**config.mk**
```make
export PLATFORM = sky130hd
export DESIGN_NAME = dmem_arbiter
export DESIGN_NICKNAME = d
export VERILOG_FILES = /design/src/rtl/dmem_arb_pkg.sv /design/src/rtl/dmem_arb_lock_timer.sv /design/src/rtl/dmem_arbiter.sv
export SDC_FILE = /design/constraint.sdc
export NUM_CORES = 1
export LEC_CHECK = 0
export CORE_AREA = 2 2 119 121
export CTS_BUF_LIST = sky130_fd_sc_hd__clkbuf_4 sky130_fd_sc_hd__clkbuf_8 sky130_fd_sc_hd__clkbuf_16
export DETAILED_ROUTE_END_ITERATION = 8
export DIE_AREA = 0 0 121 123
export RECOVER_POWER = 25
export SLEW_MARGIN = 20
export SYNTH_ARGS = -nofsm -noshare
export SYNTH_HDL_FRONTEND = slang
export SYNTH_SLANG_ARGS = --single-unit
```
**constraint.sdc**
```tcl
create_clock -name clk -period 6.45 [get_ports clk]
set_input_delay 1.935 -clock clk [delete_from_list [all_inputs] [get_ports clk]]
set_output_delay 1.935 -clock clk [all_outputs]
set_load 0.01 [all_outputs]
```
**src/rtl/dmem_arb_pkg.sv**
```systemverilog
// Shared types for the data-memory arbiter: FSM states, port ids and the winner pick.
package dmem_arb_pkg;

    typedef enum logic [1:0] {
        ARB   = 2'd0,
        LOCK0 = 2'd1,
        LOCK1 = 2'd2
    } arb_state_e;

    typedef logic port_id_t;

    localparam port_id_t PORT_CPU = 1'b0;
    localparam port_id_t PORT_DBG = 1'b1;

    // Contention winner: round-robin alternates away from the last ARB grant.
    function automatic port_id_t pick_winner(input port_id_t last_grant, input bit rr_en);
        port_id_t win;
        if (rr_en) begin
            win = ~last_grant;
        end else begin
            win = PORT_CPU;
        end
        return win;
    endfunction

endpackage

```
**src/rtl/dmem_arb_lock_timer.sv**
```systemverilog
// Lock hold counter: clears on clr, counts on en, flags the LOCK_MAX-1 terminal count.
module dmem_arb_lock_timer #(
    parameter int LOCK_MAX = 16
) (
    input  logic clk,
    input  logic rst,
    input  logic clr,
    input  logic en,
    output logic done
);

    localparam int CW = (LOCK_MAX > 2) ? $clog2(LOCK_MAX) : 1;
    localparam logic [CW-1:0] TERM = CW'(LOCK_MAX - 1);

    logic [CW-1:0] count_r;

    assign done = (count_r == TERM);

    // Counter register; saturates at the terminal count until cleared.
    always_ff @(posedge clk or posedge rst) begin
        if (rst) begin
            count_r <= {CW{1'b0}};
        end else if (clr) begin
            count_r <= {CW{1'b0}};
        end else if (en && !done) begin
            count_r <= count_r + {{(CW-1){1'b0}}, 1'b1};
        end else begin
            count_r <= count_r;
        end
    end

endmodule

```
**src/rtl/dmem_arbiter.sv**
```systemverilog
// Two-port data-memory arbiter with beat locking and lock timeout.
// Build option: DMEM_ARB_ROUND_ROBIN_EN selects round-robin contention (default fixed priority).
module dmem_arbiter
    import dmem_arb_pkg::*;
#(
    parameter int DATA_WIDTH = 32,
    parameter int ADDR_WIDTH = 32,
    parameter int LOCK_MAX   = 16
) (
    input  logic                  clk,
    input  logic                  rst,
    input  logic                  req0_valid,
    output logic                  req0_ready,
    input  logic                  req0_we,
    input  logic [ADDR_WIDTH-1:0] req0_addr,
    input  logic [DATA_WIDTH-1:0] req0_wdata,
    input  logic                  req0_lock,
    input  logic                  req1_valid,
    output logic                  req1_ready,
    input  logic                  req1_we,
    input  logic [ADDR_WIDTH-1:0] req1_addr,
    input  logic [DATA_WIDTH-1:0] req1_wdata,
    input  logic                  req1_lock,
    output logic                  rsp0_valid,
    output logic [DATA_WIDTH-1:0] rsp0_rdata,
    output logic                  rsp1_valid,
    output logic [DATA_WIDTH-1:0] rsp1_rdata,
    output logic                  mem_en,
    output logic                  mem_we,
    output logic [ADDR_WIDTH-1:0] mem_addr,
    output logic [DATA_WIDTH-1:0] mem_wdata,
    input  logic [DATA_WIDTH-1:0] mem_rdata,
    output logic                  owner,
    output logic                  lock_abort
);

`ifdef DMEM_ARB_ROUND_ROBIN_EN
    localparam bit RR_EN = 1'b1;
`else
    localparam bit RR_EN = 1'b0;
`endif

    arb_state_e state_r, state_nxt_s;
    port_id_t   last_grant_r, owner_r, win_s;
    logic       grant0_s, grant1_s, abort_s, timer_done_s;
    logic       rsp0_valid_r, rsp1_valid_r, rsp0_we_r, rsp1_we_r, lock_abort_r;

    // LOCK1 is only entered from an ARB grant to port 1, so last_grant is 1 on a
    // LOCK1 timeout and both pick modes hand the first ARB cycle to port 0.
    assign win_s = pick_winner(last_grant_r, RR_EN);

    dmem_arb_lock_timer #(.LOCK_MAX(LOCK_MAX)) u_timer (
        .clk  (clk),
        .rst  (rst),
        .clr  (state_r == ARB),
        .en   (state_r != ARB),
        .done (timer_done_s)
    );

    // Grant decode and next-state selection.
    always_comb begin
        grant0_s    = 1'b0;
        grant1_s    = 1'b0;
        abort_s     = 1'b0;
        state_nxt_s = state_r;
        case (state_r)
            ARB: begin
                grant0_s = req0_valid && (!req1_valid || (win_s == PORT_CPU));
                grant1_s = req1_valid && (!req0_valid || (win_s == PORT_DBG));
                if (grant0_s && req0_lock) begin
                    state_nxt_s = LOCK0;
                end else if (grant1_s && req1_lock) begin
                    state_nxt_s = LOCK1;
                end else begin
                    state_nxt_s = ARB;
                end
            end
            LOCK0: begin
                grant0_s = req0_valid;
                if (grant0_s && !req0_lock) begin
                    state_nxt_s = ARB;
                end else if (timer_done_s) begin
                    state_nxt_s = ARB;
                    abort_s     = 1'b1;
                end else begin
                    state_nxt_s = LOCK0;
                end
            end
            LOCK1: begin
                grant1_s = req1_valid;
                if (grant1_s && !req1_lock) begin
                    state_nxt_s = ARB;
                end else if (timer_done_s) begin
                    state_nxt_s = ARB;
                    abort_s     = 1'b1;
                end else begin
                    state_nxt_s = LOCK1;
                end
            end
            default: begin
                state_nxt_s = ARB;
            end
        endcase
        if (rst) begin
            grant0_s = 1'b0;
            grant1_s = 1'b0;
        end else begin
            grant0_s = grant0_s;
            grant1_s = grant1_s;
        end
    end

    assign req0_ready = grant0_s;
    assign req1_ready = grant1_s;

    // Memory port mux for the accepted beat.
    always_comb begin
        mem_en    = 1'b0;
        mem_we    = 1'b0;
        mem_addr  = {ADDR_WIDTH{1'b0}};
        mem_wdata = {DATA_WIDTH{1'b0}};
        if (grant0_s) begin
            mem_en    = 1'b1;
            mem_we    = req0_we;
            mem_addr  = req0_addr;
            mem_wdata = req0_wdata;
        end else if (grant1_s) begin
            mem_en    = 1'b1;
            mem_we    = req1_we;
            mem_addr  = req1_addr;
            mem_wdata = req1_wdata;
        end else begin
            mem_en = 1'b0;
        end
    end

    // FSM, grant history, response tracking and abort pulse.
    always_ff @(posedge clk or posedge rst) begin
        if (rst) begin
            state_r      <= ARB;
            last_grant_r <= PORT_DBG;
            owner_r      <= PORT_CPU;
            rsp0_valid_r <= 1'b0;
            rsp1_valid_r <= 1'b0;
            rsp0_we_r    <= 1'b0;
            rsp1_we_r    <= 1'b0;
            lock_abort_r <= 1'b0;
        end else begin
            state_r      <= state_nxt_s;
            rsp0_valid_r <= grant0_s;
            rsp1_valid_r <= grant1_s;
            rsp0_we_r    <= grant0_s && req0_we;
            rsp1_we_r    <= grant1_s && req1_we;
            lock_abort_r <= abort_s;
            if (grant0_s) begin
                owner_r <= PORT_CPU;
            end else if (grant1_s) begin
                owner_r <= PORT_DBG;
            end else begin
                owner_r <= owner_r;
            end
            if ((state_r == ARB) && grant0_s) begin
                last_grant_r <= PORT_CPU;
            end else if ((state_r == ARB) && grant1_s) begin
                last_grant_r <= PORT_DBG;
            end else begin
                last_grant_r <= last_grant_r;
            end
        end
    end

    assign rsp0_valid = rsp0_valid_r;
    assign rsp1_valid = rsp1_valid_r;
    assign rsp0_rdata = (rsp0_valid_r && !rsp0_we_r) ? mem_rdata : {DATA_WIDTH{1'b0}};
    assign rsp1_rdata = (rsp1_valid_r && !rsp1_we_r) ? mem_rdata : {DATA_WIDTH{1'b0}};
    assign owner      = owner_r;
    assign lock_abort = lock_abort_r;

endmodule

```
==> results of run 1 <==
==> through the flow <==
| stage | cell area (µm²) | hold slack, ns |
|---|---|---|
| final | 5660 | 0.511 |
| after global routing | 5660 | 0.576 |
| after CTS | 5660 | 0.517 |
| after detailed placement | 5570 | 0.509 |
| after global placement | 5570 | 0.510 |
| after floorplan | 2430 | 0.529 |
==> state kept, by name (all words and copies together), names as in the netlist <==
signal           flops
owner                1
rsp0_we_r            1
rsp1_we_r            1
state_r              2
rsp0_valid           1
lock_abort           1
rsp1_valid           1
u_timer.count_r      4
==> final cells by class <==
cell class | count | area [µm²] | area share, %
clock buffers | 4 | 88.8 | 1.57
well taps | 180 | 225 | 3.98
multi-input cells | 235 | 1850 | 32.7
inverters | 10 | 37.5 | 0.664
flip-flops and latches | 12 | 300 | 5.31
repair buffers | 315 | 3160 | 55.8
==> worst min-delay path: cells and delay by family, from the launching register on <==
family	cells	cell delay, ns
compound gates	1	0.05
buf+inv	1	0.06
flops	1	0.36
==> how the worst max path moves through the flow <==
stage / from / endpoint / slack [ns] / cells past startpoint
finish: rst / mem_addr[21] / 0.38 / 6
CTS: rst / mem_addr[21] / 0.43 / 6
global placement: rst / mem_we / 0.51 / 6
global route: rst / mem_addr[21] / 0.23 / 6
detailed placement: rst / mem_addr[21] / 0.45 / 6
floorplan: rst / mem_addr[23] / 1.50 / 4
==> cell families after synthesis <==
logic type                 count (synthesis)  synth area share, %
and+or+nand+nor                           90                 23.0
muxes                                      2                0.926
DFF                                       12                 12.4
adders and majority gates                  6                 3.09
buffers and inverters                     58                 11.6
AOI/OAI and AO/OA                        137                 49.0
==> power by group through the flow <==
stage / Combinational [mW] / Sequential [mW] / Clock, mW
6_report: 0.853 / 0.107 / 0.130
4_1_cts: 0.869 / 0.108 / 0.132
5_1_grt: 0.924 / 0.110 / 0.136
3_3_place_gp: 0.852 / 0.107 / 0
2_1_floorplan: 0.451 / 0.107 / 0
3_5_place_dp: 0.863 / 0.109 / 0
==> cells in the final DEF, fill, tap and decap left out, drive strengths merged <==
cell type,n
clkdlybuf4s50,284
o2111ai,65
o2bb2ai,64
and2,64
dlygate4sd3,18
buf,13
dfrtp,12
inv,10
nor2,8
ha,6
nor2b,5
clkbuf,4
nand2,3
nand2b,3
nor3,3
nand3,2
mux2,2
a32oi,1
and3b,1
o21ai,1
a2bb2oi,1
nor3b,1
a22oi,1
o31ai,1
o32ai,1
a32o,1
a21oi,1
==> layer usage <==
| layer | up-vias | global-route usage, % | routed length (µm) |
|---|---|---|---|
| met5 | - | 0 | 0 |
| met4 | 0 | 3.63 | 167 |
| met3 | 11 | 3.97 | 1260 |
| met2 | 201 | 31.5 | 7060 |
| met1 | 1723 | 19.2 | 5180 |
| li1 | 1761 | - | - |
==> metrics, run 1 <==
status finished, final reports clean; Max stage delay on crit path 0.61 ns; Cells after Synth 305; post-CTS setup buffers 0; vias in the first global route 3692; Layout Nets 751; Final Setup Violations 0; reg2reg setup slack 4.42 ns; worst hold endpoint owner$_DFFE_PP0P_; CP max FO 24; area leader, netlist o2111ai_1; switching part of the total 45.1%; clk_lat worst skew 0.25 ns; GRT Total Usage 16.7%; Post-synth ARST share 100%; Final min period 6.07 ns; FF-to-FF Start state_r[0]$_DFF_PP0_; Clk pwr share 11.9%; hold path cells 2; sequential power share 9.8%; DP Cell Count 752; clock skew 0.000759 ns; P_sw 492 µW; total gr overflow 0; worst path bufs/invs 4; CTS Hold Buffers Added 0; Internal Power 599 µW; antenna diode count 0; Seq/Total Area, Yosys 12.4%; Avg Cell Area, Syn 7.97 µm²; HPWL Detailed 10600 µm; Resize count post-CTS 0; pin count of the biggest net entering global routing 50; Slew Limit Fails 0; DRC 0; slowest CP cell dlygate4sd3_1; unrepaired setup endpoints after global routing no; Max-slew headroom 51.1%; LEAKAGE 1.95 nW; # rows 43; initial core utilization 17.9%; die width 121 µm; initial antenna violation count 0; clock slew at reported path FFs 0.05 ns; Comb power frac 78.2%; WL per Instance 18.1 µm; Hold Path Class register to register; CP top delay family buffers and inverters; Via density 4.89; I/O pin count 304; Synth cell types 30; max-cap violation count 0; WP data required 4.51 ns; Reg2Reg Capture Point owner$_DFFE_PP0P_; final setup TNS 0 ns; min-delay src owner$_DFFE_PP0P_; CTS H-Tree Depth 1; Syn Std Cell Area 2430 µm²; Final WS setup 0.383 ns; Die Area 14900 µm²; final wirelength 13700 µm; overall power 1.09 mW; Layout area overhead 133%; Synth Register Bits 12; TritonCTS clock tree done; critical-path cell list dlygate4sd3_1, inv_2, buf_4, o2111ai_1, o2bb2ai_1, clkdlybuf4s50_1; IO Port Bufs 303; worst-margin pin slew 0.732 ns; CP Capture Type output pin; R2R depth 6; CTS Root Cell clkbuf_16; syn_nets 479; die span in y 123 µm; number of enable flip-flop cells after synthesis 0; routability cong. 0.797; prevailing post-synth register cell dfrtp_1; fin crit share 94.1%; post-synth top area share 23.4%; Clock Path Buffers 2; fraction of layout cells with a size suffix above 1 4.17%; most frequent cell after synthesis o2111ai_1; fillers 1384; Finished Core Util 41.5%; core footprint 13600 µm²; pwr dens 193 nW/µm²; Routed Antenna Nets 0; final hold vios 0; 1st-iter DRT viols 128; Num CTS Buffers 3; Synth area leaders o2111ai_1, o2bb2ai_1, and2_1; Fmax 165 MHz; Synth warnings 0; Worst Setup Start Kind input port; critical path class input port to output pin; synth cell count leaders o2111ai_1, and2_1, o2bb2ai_1; global-route wire length before repair 19900 µm; VDD IR-drop max 0.129 mV; Layout Cells excl Fill 756; WP data arrival 4.13 ns; Clock Sinks 12; post-place setup slack 0.452 ns; total number of vias 3696; DRT Pass-1 Iters 4
(Power assumes the default switching activity.)
==> inputs of run 2 (changes only) <==
- CTS_CLUSTER_SIZE: default -> 25
- GPL_ROUTABILITY_DRIVEN: default -> 1
==> results of run 2 <==
The final DEF is identical to that of run 1; final timing and power are the same.
